--- src/rtl/i2c_resp_pkg.sv ---
// Shared types and helpers for the I2C register-file target.
package i2c_resp_pkg;

    typedef enum logic [3:0] {
        S_IDLE,
        S_ADDR,
        S_ADDR_ACK,
        S_PTR,
        S_PTR_ACK,
        S_WR,
        S_WR_ACK,
        S_RD,
        S_RD_ACK,
        S_WAIT_STOP
    } state_t;

    localparam logic I2C_ACK  = 1'b0;
    localparam logic I2C_NACK = 1'b1;

    function automatic logic is_start(input logic scl, input logic sda_fall);
        return scl & sda_fall;
    endfunction

    function automatic logic is_stop(input logic scl, input logic sda_rise);
        return scl & sda_rise;
    endfunction

endpackage

--- src/rtl/i2c_resp_sync.sv ---
// Two-flop synchronizer plus history flop for SCL/SDA.
// Produces synchronized levels and one-cycle rise/fall strobes.
module i2c_resp_sync (
    input  logic clk,
    input  logic rst_n,
    input  logic scl_raw,
    input  logic sda_raw,
    output logic scl,
    output logic sda,
    output logic scl_rise,
    output logic scl_fall,
    output logic sda_rise,
    output logic sda_fall
);

    logic [2:0] scl_q;
    logic [2:0] sda_q;

    // Reset to the idle bus level so no edge is seen on release
    always_ff @(posedge clk or negedge rst_n) begin
        if (!rst_n) begin
            scl_q <= 3'b111;
            sda_q <= 3'b111;
        end else begin
            scl_q <= {scl_q[1:0], scl_raw};
            sda_q <= {sda_q[1:0], sda_raw};
        end
    end

    assign scl      = scl_q[1];
    assign sda      = sda_q[1];
    assign scl_rise = scl_q[1] & ~scl_q[2];
    assign scl_fall = ~scl_q[1] & scl_q[2];
    assign sda_rise = sda_q[1] & ~sda_q[2];
    assign sda_fall = ~sda_q[1] & sda_q[2];

endmodule

--- src/rtl/i2c_target_resp.sv ---
// I2C target with a pointer-addressed register file.
// Write sets the pointer then stores bytes; read streams bytes from the pointer.
module i2c_target_resp
    import i2c_resp_pkg::*;
#(
    parameter logic [6:0] TGT_ADDR = 7'h22,
    parameter int         DEPTH    = 16,
    localparam int        PTR_W    = $clog2(DEPTH)
) (
    input  logic             clk_i,
    input  logic             rst_n_i,
    input  logic             scl_i,
    input  logic             sda_i,
    output logic             sda_o,
    output logic             busy_o,
    output logic             rx_valid_o,
    output logic [7:0]       rx_data_o,
    output logic [PTR_W-1:0] rx_ptr_o,
    output logic             stop_o
);

    logic scl;
    logic sda;
    logic scl_rise;
    logic scl_fall;
    logic sda_rise;
    logic sda_fall;

    i2c_resp_sync u_sync (
        .clk      (clk_i),
        .rst_n    (rst_n_i),
        .scl_raw  (scl_i),
        .sda_raw  (sda_i),
        .scl      (scl),
        .sda      (sda),
        .scl_rise (scl_rise),
        .scl_fall (scl_fall),
        .sda_rise (sda_rise),
        .sda_fall (sda_fall)
    );

    logic start_det;
    logic stop_det;

    assign start_det = is_start(scl, sda_fall);
    assign stop_det  = is_stop(scl, sda_rise);

    state_t           state;
    logic [7:0]       sh;
    logic [2:0]       cnt;
    logic             full;
    logic             rw;
    logic             ack;
    logic [PTR_W-1:0] ptr;
    logic [7:0]       mem [DEPTH];
    logic [7:0]       rd_byte;

    assign rd_byte = mem[ptr];

    // full marks 8 bits shifted; the byte is acted on at the next SCL fall
    always_ff @(posedge clk_i or negedge rst_n_i) begin
        if (!rst_n_i) begin
            state      <= S_IDLE;
            sh         <= '0;
            cnt        <= '0;
            full       <= 1'b0;
            rw         <= 1'b0;
            ack        <= I2C_NACK;
            ptr        <= '0;
            sda_o      <= 1'b1;
            busy_o     <= 1'b0;
            rx_valid_o <= 1'b0;
            rx_data_o  <= '0;
            rx_ptr_o   <= '0;
            stop_o     <= 1'b0;
            for (int i = 0; i < DEPTH; i++) begin
                mem[i] <= '0;
            end
        end else begin
            rx_valid_o <= 1'b0;
            stop_o     <= 1'b0;
            priority case (1'b1)
                start_det: begin
                    state <= S_ADDR;
                    cnt   <= '0;
                    full  <= 1'b0;
                    sda_o <= 1'b1;
                end
                stop_det: begin
                    state  <= S_IDLE;
                    cnt    <= '0;
                    full   <= 1'b0;
                    sda_o  <= 1'b1;
                    busy_o <= 1'b0;
                    stop_o <= 1'b1;
                end
                scl_rise: begin
                    unique case (state)
                        S_ADDR, S_PTR, S_WR: begin
                            sh  <= {sh[6:0], sda};
                            cnt <= cnt + 3'd1;
                            if (cnt == 3'd7) begin
                                full <= 1'b1;
                            end
                        end
                        S_RD_ACK: begin
                            ack  <= sda;
                            ptr  <= ptr + PTR_W'(1);
                            full <= 1'b1;
                        end
                        default: ;
                    endcase
                end
                scl_fall: begin
                    unique case (state)
                        S_ADDR: begin
                            if (full) begin
                                full <= 1'b0;
                                if (sh[7:1] == TGT_ADDR) begin
                                    state  <= S_ADDR_ACK;
                                    sda_o  <= I2C_ACK;
                                    busy_o <= 1'b1;
                                    rw     <= sh[0];
                                end else begin
                                    state  <= S_WAIT_STOP;
                                    sda_o  <= 1'b1;
                                    busy_o <= 1'b0;
                                end
                            end
                        end
                        S_ADDR_ACK: begin
                            if (rw) begin
                                state <= S_RD;
                                sda_o <= rd_byte[7];
                                sh    <= {rd_byte[6:0], 1'b0};
                                cnt   <= 3'd1;
                            end else begin
                                state <= S_PTR;
                                sda_o <= 1'b1;
                                cnt   <= '0;
                            end
                        end
                        S_PTR: begin
                            if (full) begin
                                full  <= 1'b0;
                                ptr   <= sh[PTR_W-1:0];
                                sda_o <= I2C_ACK;
                                state <= S_PTR_ACK;
                            end
                        end
                        S_PTR_ACK, S_WR_ACK: begin
                            sda_o <= 1'b1;
                            cnt   <= '0;
                            state <= S_WR;
                        end
                        S_WR: begin
                            if (full) begin
                                full       <= 1'b0;
                                mem[ptr]   <= sh;
                                rx_valid_o <= 1'b1;
                                rx_data_o  <= sh;
                                rx_ptr_o   <= ptr;
                                ptr        <= ptr + PTR_W'(1);
                                sda_o      <= I2C_ACK;
                                state      <= S_WR_ACK;
                            end
                        end
                        S_RD: begin
                            // cnt wraps to 0 once the 8th bit has been put out
                            if (cnt == 3'd0) begin
                                sda_o <= 1'b1;
                                full  <= 1'b0;
                                state <= S_RD_ACK;
                            end else begin
                                sda_o <= sh[7];
                                sh    <= {sh[6:0], 1'b0};
                                cnt   <= cnt + 3'd1;
                            end
                        end
                        S_RD_ACK: begin
                            if (full) begin
                                full <= 1'b0;
                                if (ack == I2C_NACK) begin
                                    sda_o <= 1'b1;
                                    state <= S_WAIT_STOP;
                                end else begin
                                    state <= S_RD;
                                    sda_o <= rd_byte[7];
                                    sh    <= {rd_byte[6:0], 1'b0};
                                    cnt   <= 3'd1;
                                end
                            end
                        end
                        default: begin
                            sda_o <= 1'b1;
                        end
                    endcase
                end
                default: ;
            endcase
        end
    end

endmodule
--- config.mk ---
export PLATFORM = sky130hd
export DESIGN_NAME = i2c_target_resp
export DESIGN_NICKNAME = d
export VERILOG_FILES = /design/src/rtl/i2c_resp_pkg.sv /design/src/rtl/i2c_resp_sync.sv /design/src/rtl/i2c_target_resp.sv
export SDC_FILE = /design/constraint.sdc
export NUM_CORES = 1
export LEC_CHECK = 0
export ABC_AREA = 1
export CORE_MARGIN = 5
export CORE_UTILIZATION = 55
export CTS_CLUSTER_DIAMETER = 60
export CTS_CLUSTER_SIZE = 40
export DETAILED_ROUTE_END_ITERATION = 10
export MAX_ROUTING_LAYER = met4
export PLACE_DENSITY = 0.83
export RECOVER_POWER = 100
export SETUP_SLACK_MARGIN = 0.15
export SYNTH_ARGS = -nofsm -noshare
export SYNTH_HDL_FRONTEND = slang
export SYNTH_SLANG_ARGS = --single-unit
--- constraint.sdc ---
create_clock -name clk_i -period 2.7 [get_ports clk_i]
set_input_delay 0.675 -clock clk_i [delete_from_list [all_inputs] [get_ports clk_i]]
set_output_delay 0.675 -clock clk_i [all_outputs]
set_load 0.02 [all_outputs]
=== Yosys cells after proc, flatten, opt, wreduce, memory -nomap -nowiden ===
Index checks and enable logic that the tools add are counted.

* Logic and storage cells: 186
* Register bits after elaboration: 172
* Input port bits: 4
* Output and inout port bits: 16

* Equality and inequality tests: 33
* $add $sub $neg: 2
* Reductions and logical operators: 27
* Bitwise operators: 14
* Order comparisons: 2
* Multiplexer cells: 77

{| class="wikitable"
|+ Operator list
! kind !! number
|-
| $bwmux W128 || 1
|-
| $mux W8 || 10
|-
| $mux W4 || 16
|-
| $bmux W8 S4 || 1
|-
| $demux W8 S4 || 1
|-
| $mux W1 || 32
|-
| $pmux W4 S7 || 1
|-
| $mux W3 || 9
|-
| $ne A5 B5 Y1 const B || 5
|-
| $pmux W8 S3 || 1
|-
| $ne A4 B4 Y1 const B || 5
|-
| $ne A3 B3 Y1 const B || 6
|-
| $eq A4 B3 Y1 const B || 4
|-
| $reduce_and A5 Y1 || 3
|-
| $reduce_and A7 Y1 || 2
|-
| $pmux W3 S4 || 1
|-
| $reduce_and A6 Y1 || 2
|-
| $reduce_and A9 Y1 || 1
|-
| $reduce_bool A9 Y1 || 1
|-
| $eq A4 B2 Y1 const B || 2
|-
| $ne A4 B1 Y1 const B || 2
|-
| $pmux W4 S2 || 1
|-
| $reduce_and A8 Y1 || 1
|-
| $reduce_bool A2 Y1 || 4
|-
| other kinds (26) || 43
|}

=== Logic depth before layout (Yosys ltp) ===
Gate-level depths: netlist of run 1.

* Depth after elaboration: 11
* Gate-level depth with buffers: 13
* Mapped depth without buffers: 13

=== Modules after synthesis ===
Synthesis of run 1 repeated with hierarchy kept, for this count alone.

* Cell total of the unflattened synthesis: 1120
* Area, all modules: 8933.6 um2

{| class="wikitable"
|+ Modules (own cells, without submodules)
! module !! area an instance (um2) !! sequential area each (um2) !! times used !! cells an instance
|-
| i2c_target_resp || 8745.9 || 4156.5 || 1 || 1106
|-
| i2c_resp_sync || 187.7 || 157.7 || 1 || 14
|}

=== Least setup slack after synthesis of run 1 ===
OpenSTA, ideal clock, no wires.

* Kind: register -> register
* Start: reg ptr[0]
* End: reg mem[77] (netlist bit)
* Path buffers: 4
* Required time: 2.569 ns
* Clock period less this slack: 1.940 ns
* Library setup time: 0.131 ns
* Stages on the path, launching flop included: 12
* Path slack: 0.760 ns
* Data arrival time: 1.809 ns
* Cell sequence: dfrtp_1 -> clkbuf_1 -> inv_1 -> buf_2 -> clkbuf_1 -> ha_1 -> inv_1 -> nor2_8 -> nand2_4 -> buf_6 -> nand2_1 -> o21ai_2

* Longest elaborated chain between the ends: 6
* Elaborated cells on any way between the ends: 7
* Classes of those cells: 2 x order compare; 3 x mux; 1 x bitwise; 1 x reduce/logical

{| class="wikitable"
|+ RTL lines
! element !! line !! source
|-
| from (decl) || i2c_target_resp.sv:54 || <nowiki>logic [PTR_W-1:0] ptr;</nowiki>
|-
| from (signal assigned) || i2c_target_resp.sv:108 || <nowiki>ptr <= ptr + PTR_W'(1);</nowiki>
|-
| from (signal assigned) || i2c_target_resp.sv:146 || <nowiki>ptr <= sh[PTR_W-1:0];</nowiki>
|-
| from (signal assigned) || i2c_target_resp.sv:163 || <nowiki>ptr <= ptr + PTR_W'(1);</nowiki>
|-
| $not A4 Y5 (implied by the code) * || i2c_target_resp.sv:159 || <nowiki>mem[ptr] <= sh;</nowiki>
|-
| $ge A5 B5 Y1 (implied by the code) / $lt A5 B1 Y1 (equally long branches) || i2c_target_resp.sv:159 ||
|-
| $logic_and A1 B1 Y1 (implied by the code) || i2c_target_resp.sv:159 ||
|-
| $mux W8 (implied by the code) || i2c_target_resp.sv:159 ||
|-
| $demux W8 S4 * || i2c_target_resp.sv:159 ||
|-
| $bwmux W128 * || i2c_target_resp.sv:159 ||
|-
| to (signal, indexed assignment) || i2c_target_resp.sv:159 ||
|-
| to (decl) || i2c_target_resp.sv:55 || <nowiki>logic [7:0] mem [DEPTH];</nowiki>
|}

Every way passes the cells marked *; elsewhere a longest branch is shown, timed or not.
A chain may end at the register's enable or synchronous reset.

=== Worst setup path in the final report of run 1 ===
* Start: reg sda_o
* End: out sda_o

{| class="wikitable"
|+ RTL lines
! element !! line !! source
|-
| from (decl) || i2c_target_resp.sv:14 || <nowiki>output logic sda_o,</nowiki>
|-
| from (signal assigned) || i2c_target_resp.sv:134 || <nowiki>sda_o <= rd_byte[7];</nowiki>
|-
| from (signal assigned) || i2c_target_resp.sv:175 || <nowiki>sda_o <= sh[7];</nowiki>
|-
| from (signal assigned) || i2c_target_resp.sv:188 || <nowiki>sda_o <= rd_byte[7];</nowiki>
|}

No word-level cell between the ends.

==> flow_summary.json, run 1 <==
{
  "outcome": "finished with violations",
  "violations": "max-capacitance violations, max-slew violations",
  "r2r_slack_ns": 0.40,
  "gp_congestion": 0.9194,
  "synth_area_um2": 8625,
  "num_vias": 7139,
  "cts_max_level": 4,
  "synth_ff_type": "dfrtp_1",
  "finalSetupViolCount": 0,
  "clockBufferDepth": 2,
  "cts_resized": 0,
  "cp_max_fo": 2,
  "ys_warn_count": 0,
  "cts.sinks": 172,
  "die_x_um": 135.2,
  "post_route_cells_drive_above_1_share": 0.09411,
  "critical_path_buf_inv_count": 1,
  "post-dp-hpwl_um": 13260,
  "clock_latency_ns": 0.44,
  "worstHoldEndpoint": "u_sync.scl_q[1]$_DFF_PN1_",
  "synthTopCellsByCount": "296 x nand2_1, 164 x dfrtp_1, 113 x nor2_1, 91 x o21ai_1, 80 x o21ai_0",
  "core_um2": 15310,
  "critical_path_class": "register to output pin",
  "worst_r2r_path_depth": 8,
  "cts_setup_buffers": 0,
  "cts_tree": "yes",
  "synth_most_common_cell": "nand2_1",
  "grt_pass1_vias": 6658,
  "whs_ns": 0.3633,
  "max_stage_delay_ns": 0.67,
  "yosysSeqAreaShare": 0.5002,
  "worst_pin_slew_ns": 1.543,
  "arrival_ns": 1.63,
  "syn_inst": 1040,
  "holdBufCountCts": 0,
  "hold_start": "u_sync.scl_q[0]$_DFF_PN1_",
  "drv_slew": 63,
  "track_usage": 0.2442,
  "grt_max_degree": 63,
  "synth_top_area_frac": 0.4758,
  "drt_iter0_drc": 904,
  "dp_cells": 1231,
  "area_growth_pct": 7.820,
  "synth_area_per_cell_um2": 8.293,
  "r2r-end": "mem[42]$_DFFE_PN0P_",
  "n_antenna_cell": 0,
  "synth_seq_cells": 172,
  "core.rowCount": 45,
  "grt_first_pass_wirelength_um": 34260,
  "maxCapViolations": 1,
  "ys_async_sr_fraction": 1.000,
  "max_freq_ghz": 0.4331,
  "die-area_um2": 18290,
  "synth_cell_types": 32,
  "min_path_cells": 0,
  "portBuffers": 19,
  "synth-edff-count": 0,
  "die_h_um": 135.2,
  "gr-total-overflow": 0,
  "p_leak_nw": 4.562,
  "slowest_stage": "dlygate4sd3_1",
  "drt.antenna.violating_nets": 0,
  "min_period_ns": 2.309,
  "yosysTopAreaCell": "dfrtp_1",
  "finClkSkew_ns": 0.01091,
  "tns_ns": 0,
  "end_kind": "output pin",
  "first_pass_iters": 6,
  "critPathLaunchType": "register",
  "yosys-top-cells-area": "dfrtp_1 48%, nand2_1 13%, o21ai_1 5.3%",
  "fin_crit_sh": 0.8552,
  "antenna_found_initial": 0,
  "final_util": 0.6072,
  "power_density_nw_per_um2": 828.7,
  "syn-num-nets": 1053,
  "root_buffer": "clkbuf_16",
  "final_cells": 1263,
  "relSlewSlack": -0.02863,
  "start_util": 0.5632,
  "path_delay_family": "buffers and inverters",
  "final_hold_viol_count": 0,
  "crit_cells": 1,
  "cts_made_buffers": 17,
  "drcViolationCount": 0,
  "hold_path_class": "register to register",
  "vias_per_cell": 5.652,
  "path_clk_slew_ns": 0.06,
  "drt-wirelength-per-cell_um": 16.46,
  "nNetsFinal": 1052,
  "peakVddDrop_v": 0.0005848,
  "worstPathRequired_ns": 2.03,
  "totalWireLength_um": 20790,
  "path_cells": "dlygate4sd3_1",
  "io_pins": 20,
  "r2r-start": "u_sync.scl_q[2]$_DFF_PN1_",
  "rsz0062_at_grt": "no"
}
-- cell type report --
class                      count  area, um2
clock buffer                  19      452.9
clock inverter                13      155.1
fill                        1343       6016
inverter                      63      236.5
multi-input combinational    748       3556
sequential                   172       4315
tap                          211      264.0
timing repair buffer          37      319.1
-- flip-flops by register name, summed over array words and instances, names as in the netlist, 3 cells and up --
register / cells
rx_ptr_o: 4
cnt: 3
rx_data_o: 8
u_sync.scl_q: 3
state: 4
ptr: 4
mem: 128
u_sync.sda_q: 3
sh: 8
-- cell usage in the layout (no fill, tap or decap), types with 2 or more instances in the layout --
cell,instances
buf_4,11
bufinv_16,2
o22ai_1,11
nor3_1,2
nor2_8,3
clkbuf_16,17
o221ai_1,2
clkinvlp_4,3
nand2_1,297
dfstp_1,3
ha_1,9
clkinv_4,3
o2111ai_1,2
nor2_4,2
inv_6,4
inv_2,4
o21ai_0,187
nor2_2,7
clkbuf_2,5
o21ai_1,19
a21oi_1,7
clkbuf_8,2
dlygate4sd3_1,18
dfstp_2,5
nand2_4,17
nor2_1,112
inv_1,59
o21ai_2,8
nand3_1,55
dfrtp_1,163
nand4_1,4
-- power breakdown --
| part | internal [mW] | total, mW | leakage (nW) | switching, mW |
|---|---|---|---|---|
| sequential | 2.71 | 2.86 | 2.36 | 0.145 |
| combinational | 0.594 | 2.34 | 1.91 | 1.74 |
| clock | 1.43 | 2.51 | 0.289 | 1.08 |
-- per-stage QoR --
stage                     worst slack, ns  total power, mW  instance area [um2]
final                              0.3911            7.706                 9299
after global routing               0.2200            8.112                 9299
after CTS                          0.3588            7.789                 9477
after detailed placement           0.4061            5.291                 8869
after global placement             0.4973            5.268                 8869
after floorplan                    0.7599            4.537                 8625
-- worst max path at each step --
stage	start	to	slack, ns
final	sda_o$_DFFE_PN1P_	sda_o	0.39
after global routing	rst_n_i	mem[126]$_DFFE_PN0P_	0.22
after CTS	u_sync.sda_q[1]$_DFF_PN1_	ptr[3]$_DFFE_PN0P_	0.36
after detailed placement	u_sync.sda_q[1]$_DFF_PN1_	ptr[3]$_DFFE_PN0P_	0.41
after global placement	u_sync.sda_q[1]$_DFF_PN1_	ptr[3]$_DFFE_PN0P_	0.50
after floorplan	ptr[0]$_DFFE_PN0P_	mem[77]$_DFFE_PN0P_	0.76
-- routing by layer --
layer  vias to the layer above  share of wire  GRT usage
met5                         -              0          -
li1                       3374              -          -
met4                         0          0.025    0.09518
met3                        47          0.069    0.04421
met1                      3421           0.44     0.3414
met2                       297           0.46     0.3559
-- cells by family (layout without fill, tap and decap cells) --
| family | after synthesis | after routing | synth area share |
|---|---|---|---|
| AO/OA/AOI/OAI | 240 | 240 | 0.1636 |
| buffers and inverters | 120 | 132 | 0.07065 |
| flip-flops | 172 | 172 | 0.5002 |
| adder cells (fa/ha/maj) | 9 | 9 | 0.01306 |
| AND/OR/NAND/NOR | 499 | 499 | 0.2524 |
Power figures use the tool's default switching activity.
==> inputs of run 2 (changes only) <==
CELL_PAD_IN_SITES_DETAIL_PLACEMENT = 2   (was not set)
CELL_PAD_IN_SITES_GLOBAL_PLACEMENT = 2   (was not set)
CORE_UTILIZATION = 38   (was 55)
PLACE_DENSITY = 0.9   (was 0.83)
RECOVER_POWER = 50   (was 100)
==> flow_summary.json, run 2 (synthesis gave the netlist of run 1 again) <==
{
  "core.rowCount": 55,
  "cts_tree": "yes",
  "critical_path_class": "register to register",
  "grt_max_degree": 71,
  "tns_ns": 0,
  "totalWireLength_um": 34470,
  "final_util": 0.4271,
  "reg_top3": "mem x128, rx_data_o x8, sh x8",
  "worstPathRequired_ns": 3.05,
  "antenna_found_initial": 0,
  "post_route_cells_drive_above_1_share": 0.1328,
  "holdBufCountCts": 0,
  "root_buffer": "clkbuf_16",
  "grt_first_pass_wirelength_um": 54570,
  "drcViolationCount": 0,
  "outcome": "finished with violations",
  "clockBufferDepth": 2,
  "drt_iter0_drc": 501,
  "drv_slew": 60,
  "first_pass_iters": 5,
  "end_kind": "register",
  "min_period_ns": 2.512,
  "fin_crit_sh": 0.9302,
  "max_freq_ghz": 0.3982,
  "nNetsFinal": 1054,
  "drt-wirelength-per-cell_um": 25.74,
  "drt.antenna.violating_nets": 0,
  "violations": "max-capacitance violations, max-slew violations",
  "rsz0062_at_grt": "no",
  "layout_commonest_cell": "nand2_1",
  "n_antenna_cell": 0,
  "clock_latency_ns": 0.45,
  "start_util": 0.3833,
  "cts.sinks": 172,
  "whs_ns": 0.3649,
  "critPathLaunchType": "register",
  "finalSetupViolCount": 0,
  "gp_congestion": 0.8629,
  "power_density_nw_per_um2": 878.9,
  "maxCapViolations": 1,
  "finClkSkew_ns": 0.01576,
  "io_pins": 20,
  "largest-register": "mem",
  "worst_pin_slew_ns": 1.756,
  "area_growth_pct": 11.45,
  "cts_max_level": 4,
  "p_leak_nw": 4.603,
  "layout_common_cells": "296 x nand2_1, 163 x dfrtp_1, 112 x nor2_1, 91 x o21ai_1, 80 x o21ai_0",
  "cts_made_buffers": 17,
  "vias_per_cell": 5.821,
  "cp_max_fo": 29,
  "die_h_um": 160.7,
  "die-area_um2": 25810,
  "final_hold_viol_count": 0,
  "largest_register_ffs": 128,
  "post-dp-hpwl_um": 20310,
  "peakVddDrop_v": 0.0005792,
  "fillers": 2442,
  "cts_setup_buffers": 0,
  "portBuffers": 19,
  "hold_path_class": "register to register",
  "num_vias": 7794,
  "path_clk_slew_ns": 0.07,
  "gr-total-overflow": 0,
  "arrival_ns": 2.86,
  "core_um2": 22500,
  "relSlewSlack": -0.1707,
  "track_usage": 0.2831,
  "grt_pass1_vias": 9013,
  "die_x_um": 160.7
}
[run 2: changes by cell type in the layout (fill, tap and decap cells not counted), sizes merged, moves of 2 or more]
cell and delta:
dlygate4sd3 -16, inv +4, clkdlybuf4s50 +16, clkinv -2, clkbuf -4, buf +5
[run 2: timing repair]
item	4_1_cts	5_1_grt
resized for setup	2	1
endpoints found under the setup margin	5	1
cloned	0	0
[run 2: critical path, cell delays in order, from the launching register on]
cell	delay (ns)
dfstp_1	0.65
inv_1	0.08
ha_1	0.25
nand2_1	0.17
nor2_4	0.06
inv_2	0.54
nor2_8	0.12
nand2_4	0.26
nand2_1	0.16
o21ai_2	0.12
[run 2: routing by layer]
metal / track usage / share of wire
met5: - / 0
met4: 0.1283 / 0.045
met3: 0.05517 / 0.044
met2: 0.4806 / 0.51
met1: 0.3249 / 0.40
[run 2: worst paths after layout]
check / startpoint / to / slack [ns] / depth (start not counted)
worst max register to register: u_sync.scl_q[1]$_DFF_PN1_ / mem[0]$_DFFE_PN0P_ / 0.19 / 9
worst min register to register: u_sync.scl_q[0]$_DFF_PN1_ / u_sync.scl_q[1]$_DFF_PN1_ / 0.36 / 0
min in group asynchronous: rst_n_i / mem[34]$_DFFE_PN0P_ / 0.68 / 1
worst max-delay path: u_sync.scl_q[1]$_DFF_PN1_ / mem[0]$_DFFE_PN0P_ / 0.19 / 9
max in group asynchronous: rst_n_i / u_sync.sda_q[2]$_DFF_PN1_ / 0.71 / 2
worst min-delay path: u_sync.scl_q[0]$_DFF_PN1_ / u_sync.scl_q[1]$_DFF_PN1_ / 0.36 / 0
[run 2: where the power goes]
part / leakage (nW) / switching, mW / internal (mW)
Clock: 0.298 / 1.22 / 1.43
Combinational: 1.94 / 2.22 / 0.658
Sequential: 2.36 / 0.196 / 2.71
Total: 4.60 / 3.65 / 4.80
[run 2: per-stage QoR]
stage               worst slack [ns]  power (mW)  cell area, um2  instances
floorplan                     0.7599       4.537            8625       1040
global placement              0.4329       5.438            9001       1307
detailed placement            0.1224       5.642            9001       1307
CTS                           0.2675       8.423            9619       1339
global route                  0.1141       8.808            9612       1339
finish                        0.1885       8.448            9612       1339
[run 2: final cells by class]
cell class,instances,area (um2),share of cell area
well taps,285,356.6,0.03710
clock inverters,14,171.4,0.01783
multi-input cells,748,3716,0.3866
repair buffers,39,376.6,0.03918
inverters,63,236.5,0.02460
clock buffers,18,439.2,0.04569
flip-flops and latches,172,4315,0.4490
